===== src/rtl/cnn_pkg.sv =====
// Shared CNN datapath types: byte lanes, OFM reader FSM states and the ReLU clamp.
// Pure declarations, so there is no latency and no flow control.
package cnn_pkg;

   typedef logic [7:0] byte_t;

   localparam int LANES = 4;

   typedef enum logic [2:0] {IDLE, RD, LAT, SEND, FIN} ofm_rd_state_t;

   // Negative bytes clamp to zero; non-negative bytes pass through.
   function automatic byte_t relu(input byte_t b);
      return b[7] ? '0 : b;
   endfunction

endpackage


===== src/rtl/ofm_serializer.sv =====
// Holds one 4-byte OFM word and presents it lane 0 first; OFM_READER_RELU_EN clamps negative bytes.
// Load and advance take one cycle each; the byte index moves only on advance, so stalls hold the output.
module ofm_serializer
   import cnn_pkg::*;
(
   input  logic       clk,
   input  logic       rst,
   input  logic       load,
   input  logic       advance,
   input  byte_t      lane_data [0:LANES-1],
   output logic [1:0] byte_idx,
   output byte_t      out_data
);

   byte_t hold [0:LANES-1];

   always_ff @(posedge clk) begin
      if (rst) begin
         for (int i = 0; i < LANES; i++) hold[i] <= '0;
         byte_idx <= '0;
      end else if (load) begin
         for (int i = 0; i < LANES; i++) hold[i] <= lane_data[i];
         byte_idx <= '0;
      end else if (advance) begin
         byte_idx <= byte_idx + 2'd1;
      end
   end

   // The clamp sits on the output mux so it adds no pipeline stage.
   always_comb begin
`ifdef OFM_READER_RELU_EN
      out_data = relu(hold[byte_idx]);
`else
      out_data = hold[byte_idx];
`endif
   end

endmodule


===== src/rtl/ofm_reader.sv =====
// Drains DEPTH OFM words from base_addr onto a valid/ready byte stream; OFM_READER_RELU_EN clamps bytes.
// First byte appears 3 cycles after start; the FSM stalls in SEND while out_ready is low.
module ofm_reader
   import cnn_pkg::*;
#(
   parameter int DEPTH  = 25,
   parameter int ADDR_W = 32
) (
   input  logic              clk,
   input  logic              rst,
   input  logic              start,
   input  logic [ADDR_W-1:0] base_addr,
   output logic              mem_rd,
   output logic [ADDR_W-1:0] mem_addr,
   input  byte_t             mem_data [0:LANES-1],
   output byte_t             out_data,
   output logic              out_valid,
   input  logic              out_ready,
   output logic              out_last,
   output logic              busy,
   output logic              finished
);

   localparam int WORD_W = (DEPTH > 1) ? $clog2(DEPTH) : 1;
   localparam logic [WORD_W-1:0] LAST_WORD = WORD_W'(DEPTH - 1);

   ofm_rd_state_t     state_q, state_d;
   logic [ADDR_W-1:0] base_q;
   logic [WORD_W-1:0] word_q;
   logic [1:0]        byte_idx;
   logic              last_word;
   logic              word_done;

   assign last_word = (word_q == LAST_WORD);
   assign word_done = (state_q == SEND) && out_ready && (byte_idx == 2'd3);

   always_ff @(posedge clk) begin
      if (rst) state_q <= IDLE;
      else     state_q <= state_d;
   end

   always_ff @(posedge clk) begin
      if (rst) begin
         base_q <= '0;
         word_q <= '0;
      end else if (state_q == IDLE && start) begin
         base_q <= base_addr;
         word_q <= '0;
      end else if (word_done && !last_word) begin
         word_q <= word_q + WORD_W'(1);
      end
   end

   always_comb begin
      state_d   = state_q;
      mem_rd    = 1'b0;
      out_valid = 1'b0;
      finished  = 1'b0;
      case (state_q)
         IDLE: if (start) state_d = RD;
         RD: begin
            mem_rd  = 1'b1;
            state_d = LAT;
         end
         LAT:  state_d = SEND;
         SEND: begin
            out_valid = 1'b1;
            if (word_done) state_d = last_word ? FIN : RD;
         end
         FIN: begin
            finished = 1'b1;
            state_d  = IDLE;
         end
         default: state_d = IDLE;
      endcase
   end

   // Address wraps modulo 2^ADDR_W by design; no bounds check.
   assign mem_addr = base_q + ADDR_W'(word_q);
   assign busy     = (state_q != IDLE);
   assign out_last = (state_q == SEND) && (byte_idx == 2'd3) && last_word;

   ofm_serializer u_ser (
      .clk       (clk),
      .rst       (rst),
      .load      (state_q == LAT),
      .advance   ((state_q == SEND) && out_ready),
      .lane_data (mem_data),
      .byte_idx  (byte_idx),
      .out_data  (out_data)
   );

endmodule


===== config.mk =====
export PLATFORM = sky130hd
export DESIGN_NAME = ofm_reader
export DESIGN_NICKNAME = d
export VERILOG_FILES = /design/src/rtl/cnn_pkg.sv /design/src/rtl/ofm_serializer.sv /design/src/rtl/ofm_reader.sv
export SDC_FILE = /design/constraint.sdc
export NUM_CORES = 1
export LEC_CHECK = 0
export ABC_CLOCK_PERIOD_IN_PS = 6150
export CAP_MARGIN = 20
export CORE_UTILIZATION = 50
export DETAILED_ROUTE_END_ITERATION = 16
export PLACE_DENSITY = 0.87
export SYNTH_ARGS = -nofsm -noshare
export SYNTH_HDL_FRONTEND = slang
export SYNTH_SLANG_ARGS = --single-unit
export TNS_END_PERCENT = 50

===== constraint.sdc =====
create_clock -name clk -period 6.15 [get_ports clk]
set_clock_uncertainty 0.1 [all_clocks]
set_input_delay 0.615 -clock clk [delete_from_list [all_inputs] [get_ports clk]]
set_output_delay 0.615 -clock clk [all_outputs]
set_load 0.005 [all_outputs]

==> impl_metrics.tcl, run 1 <==
set metrics [dict create \
    routed_via_density 5.43 \
    starting_density_of_the_core 0.526 \
    pleak_nw 2.08 \
    worst_slew_pin_slew_ps 558 \
    seq_area_frac_synth 0.473 \
    finish.net_count 571 \
    h-tree-depth 3 \
    worst_setup_hold_path_clk_slew_ps 80 \
    crit_fanout 12 \
    report.final.slew_viol_count 0 \
    clock_latency_ps 340 \
    totalWireLength_mm 9.46 \
    library_cell_contributing_the_largest_single_delay_on_the_critical_path "sky130_fd_sc_hd__clkdlybuf4s50_1" \
    synth_area_per_cell_um2 10.0 \
    fill_count 548 \
    cts_buffers 9 \
    cts_hold_buffers 0 \
    final-setup-viol-count 0 \
    synthesis_warnings 0 \
    drive_above_1_share 0.0922 \
    maxSlewHeadroom 0.627 \
    clk_root_buffer_cell "sky130_fd_sc_hd__clkbuf_8" \
    rsz_0062_raised_after_global_routing "no" \
    synth-edff-count 32 \
    cts-resized-gates 0 \
    reg2reg_slack_ps 4180 \
    first_global_vias 3226 \
    vias 3250 \
    cts_tree "done" \
    synthesis.area_mm2 0.00389 \
    detail-route-antenna-nets 0 \
    die_height_um 90.2 \
    post-route-drc-count 0 \
    synth-main-ff-cell "sky130_fd_sc_hd__dfxtp_1" \
    cp-startpoint "word_q[0]" \
    max_stage_delay_ps 520 \
    post-route-period-util 0.606 \
    synth_compound_area_frac 0.0935 \
    postCtsSetupRepairBufs 0 \
    worst_setup_path_endpoint "mem_addr[6]" \
    worstReg2RegStart "word_q[1]" \
    post_synth_fa_ha_maj_area_fraction 0.0308 \
    netlist-cell-type-count 47 \
    grt_pass1_wl_mm 15.5 \
    highest_count_cells_in_the_layout_ignoring_fill_and_taps "sky130_fd_sc_hd__clkdlybuf4s50_1 (112), sky130_fd_sc_hd__nand2_1 (81), sky130_fd_sc_hd__dfxtp_1 (44)" \
    dominant_combinational_cell_family_by_area_after_synthesis "simple AND/OR/NAND/NOR gates" \
    cells_after_synthesis 389 \
    synth_simple_gate_area_frac 0.242 \
    die_span_x_um 90.2 \
    crit_chain "ha_1 -> fa_1 -> a211o_1 -> a21oi_1 -> buf_4 -> nand2b_1 -> xnor2_1 -> clkdlybuf4s50_1" \
    setup.worst_path.class "reg -> out" \
    async_reset_ff_frac 0 \
    hold_path.class "reg -> reg" \
    maximum_number_of_pins_on_one_net_before_global_route_repair 43 \
    post-dp-hpwl_mm 6.63 \
    timing.critical_path.from_type "flip-flop" \
    r2r.worst_path.cells 6 \
    post_synth_mux_area_share 0.0488 \
    power_density_mw_per_mm2 224 \
    run_status "finished, final reports clean" \
    gr_overflow_total 0 \
    fmax_ghz 0.268 \
    required_ps 5430 \
    detail_route.wl_per_cell_um 15.8 \
    flow.area_growth_from_synthesis_pct 36.7 \
    cp.arrival_ps 3010 \
    cts_max_path_buffers 2 \
    drt_first_pass_iters 4 \
    crit_path_end_kind "output pin" \
    power_mw 1.19 \
    core_mm2 0.00741 \
    antenna-diode-count 0 \
    rr_endpoint "word_q[1]" \
    post_syn_nets 466 \
    antenna_violations_before_repair 0 \
    cts.sink_count 76 \
    placementRows 31 \
    max-cap-violations 0 \
    dr.first_iter.drc_count 200 \
    place.port_buffers 112 \
    ys_seq_elements 76 \
    io_pins 113 \
    globalplace.congestion 0.861 \
    die-area_mm2 0.00814 \
    most_common_cell_after_layout_fill_and_taps_aside "sky130_fd_sc_hd__clkdlybuf4s50_1" \
    total_neg_setup_slack_ps 0 \
    final_hold_viol_count 0 \
    vdd_drop_max_v 0.000111 \
    post_synth_xor_area_fraction 0.0765 \
    grtUsageTotal 0.239 \
    timing.final.crit_period_ps 3720 \
]
cells by family (layout without fill, tap and decap cells):
kind of cell	count (synthesis)	after routing
buffers and inverters	30	140
AND/OR/NAND/NOR	174	174
AO/OA/AOI/OAI	57	57
adder cells (fa/ha/maj)	9	9
flip-flops	76	76
XOR/XNOR	34	34
multiplexers	9	9
cell usage after synthesis (2+ instances only):
cell type,n,share of area
sky130_fd_sc_hd__a2111oi_1,2,0.0051
sky130_fd_sc_hd__a2111oi_2,4,0.015
sky130_fd_sc_hd__a211oi_1,6,0.012
sky130_fd_sc_hd__a21o_1,2,0.0039
sky130_fd_sc_hd__a21oi_1,40,0.051
sky130_fd_sc_hd__and2_1,34,0.055
sky130_fd_sc_hd__and3_2,2,0.0039
sky130_fd_sc_hd__and4_1,3,0.0067
sky130_fd_sc_hd__buf_2,8,0.010
sky130_fd_sc_hd__clkbuf_1,13,0.013
sky130_fd_sc_hd__dfxtp_1,44,0.23
sky130_fd_sc_hd__edfxtp_1,32,0.25
sky130_fd_sc_hd__ha_1,8,0.026
sky130_fd_sc_hd__inv_1,5,0.0048
sky130_fd_sc_hd__mux4_2,8,0.046
sky130_fd_sc_hd__nand2_1,81,0.078
sky130_fd_sc_hd__nand2b_1,2,0.0032
sky130_fd_sc_hd__nand3_1,6,0.0077
sky130_fd_sc_hd__nand4_1,3,0.0048
sky130_fd_sc_hd__nor2_1,8,0.0077
sky130_fd_sc_hd__nor2b_1,2,0.0032
sky130_fd_sc_hd__nor3_1,11,0.014
sky130_fd_sc_hd__nor3b_1,3,0.0058
sky130_fd_sc_hd__nor4_1,4,0.0064
sky130_fd_sc_hd__nor4_2,2,0.0064
sky130_fd_sc_hd__nor4b_1,3,0.0067
sky130_fd_sc_hd__xnor2_1,7,0.016
sky130_fd_sc_hd__xor2_1,27,0.061
layer usage:
layer | vias up | part of all wire | track usage
met3 | 21 | 0.070 | 0.0508
met5 | - | 0 | 0
met4 | 0 | 0.026 | 0.0887
li1 | 1570 | - | -
met1 | 1517 | 0.42 | 0.305
met2 | 142 | 0.49 | 0.399
power by group:
| group | switching (mW) | total [mW] | internal [mW] | leakage [nW] |
|---|---|---|---|---|
| clock network | 0.192 | 0.425 | 0.233 | 0.111 |
| logic | 0.0707 | 0.178 | 0.108 | 1.27 |
| registers | 0.0262 | 0.587 | 0.561 | 0.696 |
registers in the layout, summed over array words and instances (netlist names), named ones only:
name            flops
u_ser.byte_idx      2
u_ser.hold         32
base_q             32
state_q             3
word_q              5
critical path, delay by kind of cell, from the launching register on:
kind	cells	cell delay, ps
adders and majority gates	2	660
xor gates and xnor gates	1	120
DFF	1	350
and+or+nand+nor	1	140
AOI/OAI and AO/OA	2	620
buffers and inverters	2	790
worst min-delay path by stage:
stage               startpoint  depth (start not counted)   endpoint  slack (ps)
floorplan            base_q[0]                          2  base_q[0]         340
global placement     base_q[0]                          2  base_q[0]         350
detailed placement   base_q[0]                          2  base_q[0]         360
CTS                  base_q[0]                          2  base_q[0]         370
global route         base_q[0]                          2  base_q[0]         380
finish               base_q[0]                          2  base_q[0]         370
stage by stage:
step | util | instances | cell area [um2] | setup WS [ps] | hold slack (ps)
2_1_floorplan | - | 389 | 3890 | 3470 | 341
3_3_place_gp | 0.683 | 579 | 5060 | 2380 | 352
4_1_cts | 0.715 | 597 | 5300 | 2410 | 370
5_1_grt | 0.719 | 598 | 5320 | 2270 | 384
6_report | 0.719 | 598 | 5320 | 2430 | 371
3_5_place_dp | 0.685 | 581 | 5070 | 2780 | 359
area by class of cell:
type                            instances  area, um2  area share
Clock buffer                           10        128      0.0240
Clock inverter                          6       95.1      0.0179
Inverter                                5       18.8     0.00353
Sequential cell                        76       1840       0.346
Multi-Input combinational cell        283       1920       0.361
Timing Repair Buffer                  119       1190       0.224
Tap cell                               99        124      0.0233
Note: power is estimated with default switching activity, not from simulation.
==> run 2, diff against run 1 <==
Settings changed: ABC_CLOCK_PERIOD_IN_PS 6150 to 3400, CORE_UTILIZATION 50 to 43, PLACE_DENSITY 0.87 to 0.79.
Clock period 6.15 ns to 3.4 ns, I/O delays scaled along.
==> run 2 against run 1 <==
  * Wire length shrank 0.70%
  * Clock power grew 110%
  * Count of clock-buffer cells in the layout is the same
  * Critical path depth is the same
  * Worst setup slack lost 2300 ps
  * Die area grew 16%
  * Via count shrank 2.1%
  * Non-clock buffer count grew 1
  * First-iteration DRC count shrank 25%
  * Core utilization shrank 10 points
  * Flip-flop and latch count is the same
  * Critical path type unchanged
  * Largest cell class unchanged
==> impl_metrics.tcl, run 2 (synthesis gave the netlist of run 1 again) <==
set metrics [dict create \
    starting_density_of_the_core 0.444 \
    cts_buffers 9 \
    worst_slew_pin_slew_ps 594 \
    maxSlewHeadroom 0.601 \
    post-dp-hpwl_mm 6.38 \
    report.final.slew_viol_count 0 \
    p_clk_frac 0.395 \
    cts.sink_count 76 \
    placementRows 34 \
    net_switching_power_figure_mw 0.514 \
    hold_path.class "reg -> reg" \
    core_mm2 0.00876 \
    final_hold_viol_count 0 \
    maximum_number_of_pins_on_one_net_before_global_route_repair 41 \
    drt_first_pass_iters 4 \
    die-area_mm2 0.00944 \
    final-setup-viol-count 0 \
    antenna_violations_before_repair 0 \
    setup.worst_path.class "reg -> out" \
    layout.cells.non_filler 608 \
    postCtsSetupRepairBufs 0 \
    clock_latency_ps 340 \
    finish.net_count 572 \
    power.share.sequential 0.463 \
    grtUsageTotal 0.199 \
    run_status "finished, final reports clean" \
    cts_tree "done" \
    reg_top3 "base_q: 32 flops, u_ser.hold: 32 flops, word_q: 5 flops" \
    timing.final.crit_period_ps 3290 \
    cts_max_path_buffers 2 \
    dr.first_iter.drc_count 151 \
    vdd_drop_max_v 0.000209 \
    place.port_buffers 112 \
    post-route-drc-count 0 \
    finalHoldWorstSlack_ps 370 \
    required_ps 2960 \
    rsz_0062_raised_after_global_routing "no" \
    power_mw 2.29 \
    timing.critical_path.from_type "flip-flop" \
    totalWireLength_mm 9.39 \
    highest_count_cells_in_the_layout_ignoring_fill_and_taps "sky130_fd_sc_hd__clkdlybuf4s50_1 (112), sky130_fd_sc_hd__nand2_1 (81), sky130_fd_sc_hd__dfxtp_1 (44)" \
    h-tree-depth 3 \
    detail_route.wl_per_cell_um 15.5 \
    most_common_cell_after_layout_fill_and_taps_aside "sky130_fd_sc_hd__clkdlybuf4s50_1" \
    power_density_mw_per_mm2 423 \
    first_global_vias 3082 \
    die_span_x_um 97.2 \
    placed_cells 590 \
    max-cap-violations 0 \
    comb_power_share 0.142 \
    flow.area_growth_from_synthesis_pct 38.9 \
    crit_fanout 6 \
    power.switching_fraction 0.225 \
    worst_setup_hold_path_clk_slew_ps 80 \
    pleak_nw 2.11 \
    cell_internal_pwr_mw 1.77 \
    cp.arrival_ps 2850 \
    fmax_ghz 0.304 \
    die_height_um 97.2 \
    total_neg_setup_slack_ps 0 \
    antenna-diode-count 0 \
    fill_count 750 \
    post-route-period-util 0.968 \
    io_pins 113 \
    routed_via_density 5.23 \
    clk_root_buffer_cell "sky130_fd_sc_hd__clkbuf_8" \
    fin_util 0.617 \
    detail-route-antenna-nets 0 \
    globalplace.congestion 0.830 \
    grt_pass1_wl_mm 15.1 \
    gr_overflow_total 0 \
    drive_above_1_share 0.100 \
    vias 3182 \
    crit_path_end_kind "output pin" \
]
==> run 2: power by group through the flow <==
stage | combinational [mW] | sequential (mW) | clock (mW)
6_report | 0.325 | 1.06 | 0.905
5_1_grt | 0.352 | 1.07 | 0.959
4_1_cts | 0.318 | 1.06 | 0.925
3_5_place_dp | 0.315 | 1.08 | 0
3_3_place_gp | 0.312 | 1.08 | 0
2_1_floorplan | 0.141 | 1.07 | 0
==> run 2: metal layers <==
metal | up-vias | global-route usage | wire length (um)
met1 | 1487 | 0.272 | 4330
met5 | - | 0 | 0
li1 | 1572 | - | -
met3 | 11 | 0.0302 | 542
met4 | 0 | 0.0758 | 138
met2 | 112 | 0.321 | 4380
==> run 2: worst max-delay path: stages (launching register included) <==
cell and delay [ps]:
sky130_fd_sc_hd__dfxtp_1 360, sky130_fd_sc_hd__ha_1 230, sky130_fd_sc_hd__fa_2 380, sky130_fd_sc_hd__a211o_1 350, sky130_fd_sc_hd__a21oi_2 200, sky130_fd_sc_hd__buf_4 210, sky130_fd_sc_hd__nor3b_1 70, sky130_fd_sc_hd__xor2_1 180
sky130_fd_sc_hd__clkdlybuf4s50_1 530
==> run 2: repair_timing <==
action                                  in CTS  in global routing
hold buffers                                 0                  0
gates resized for setup                      0                  7
endpoints found under the setup margin       0                 16
==> run 2: area by class of cell <==
type | count | area (um2) | share of cell area
clock buffers | 10 | 128 | 0.0236
flip-flops and latches | 76 | 1840 | 0.341
inverters | 5 | 18.8 | 0.00347
repair buffers | 120 | 1200 | 0.223
well taps | 108 | 135 | 0.0250
clock inverters | 6 | 138 | 0.0254
multi-input cells | 283 | 1940 | 0.359
==> run 2: path summary, 6_finish.rpt <==
kind              startpoint      endpoint  slack, ps  depth (start not counted)
setup / recovery   word_q[0]  mem_addr[10]        110                          8
hold reg to reg   base_q[31]    base_q[31]        370                          2
setup reg to reg   word_q[1]     word_q[1]       1380                          6
hold / removal    base_q[31]    base_q[31]        370                          2
==> run 2: metrics by stage <==
stage / cell area (um2) / setup slack, ps
floorplan: 3890 / 722
global placement: 5080 / 497
detailed placement: 5080 / 415
CTS: 5350 / 5.98
global route: 5410 / 20.0
finish: 5410 / 108
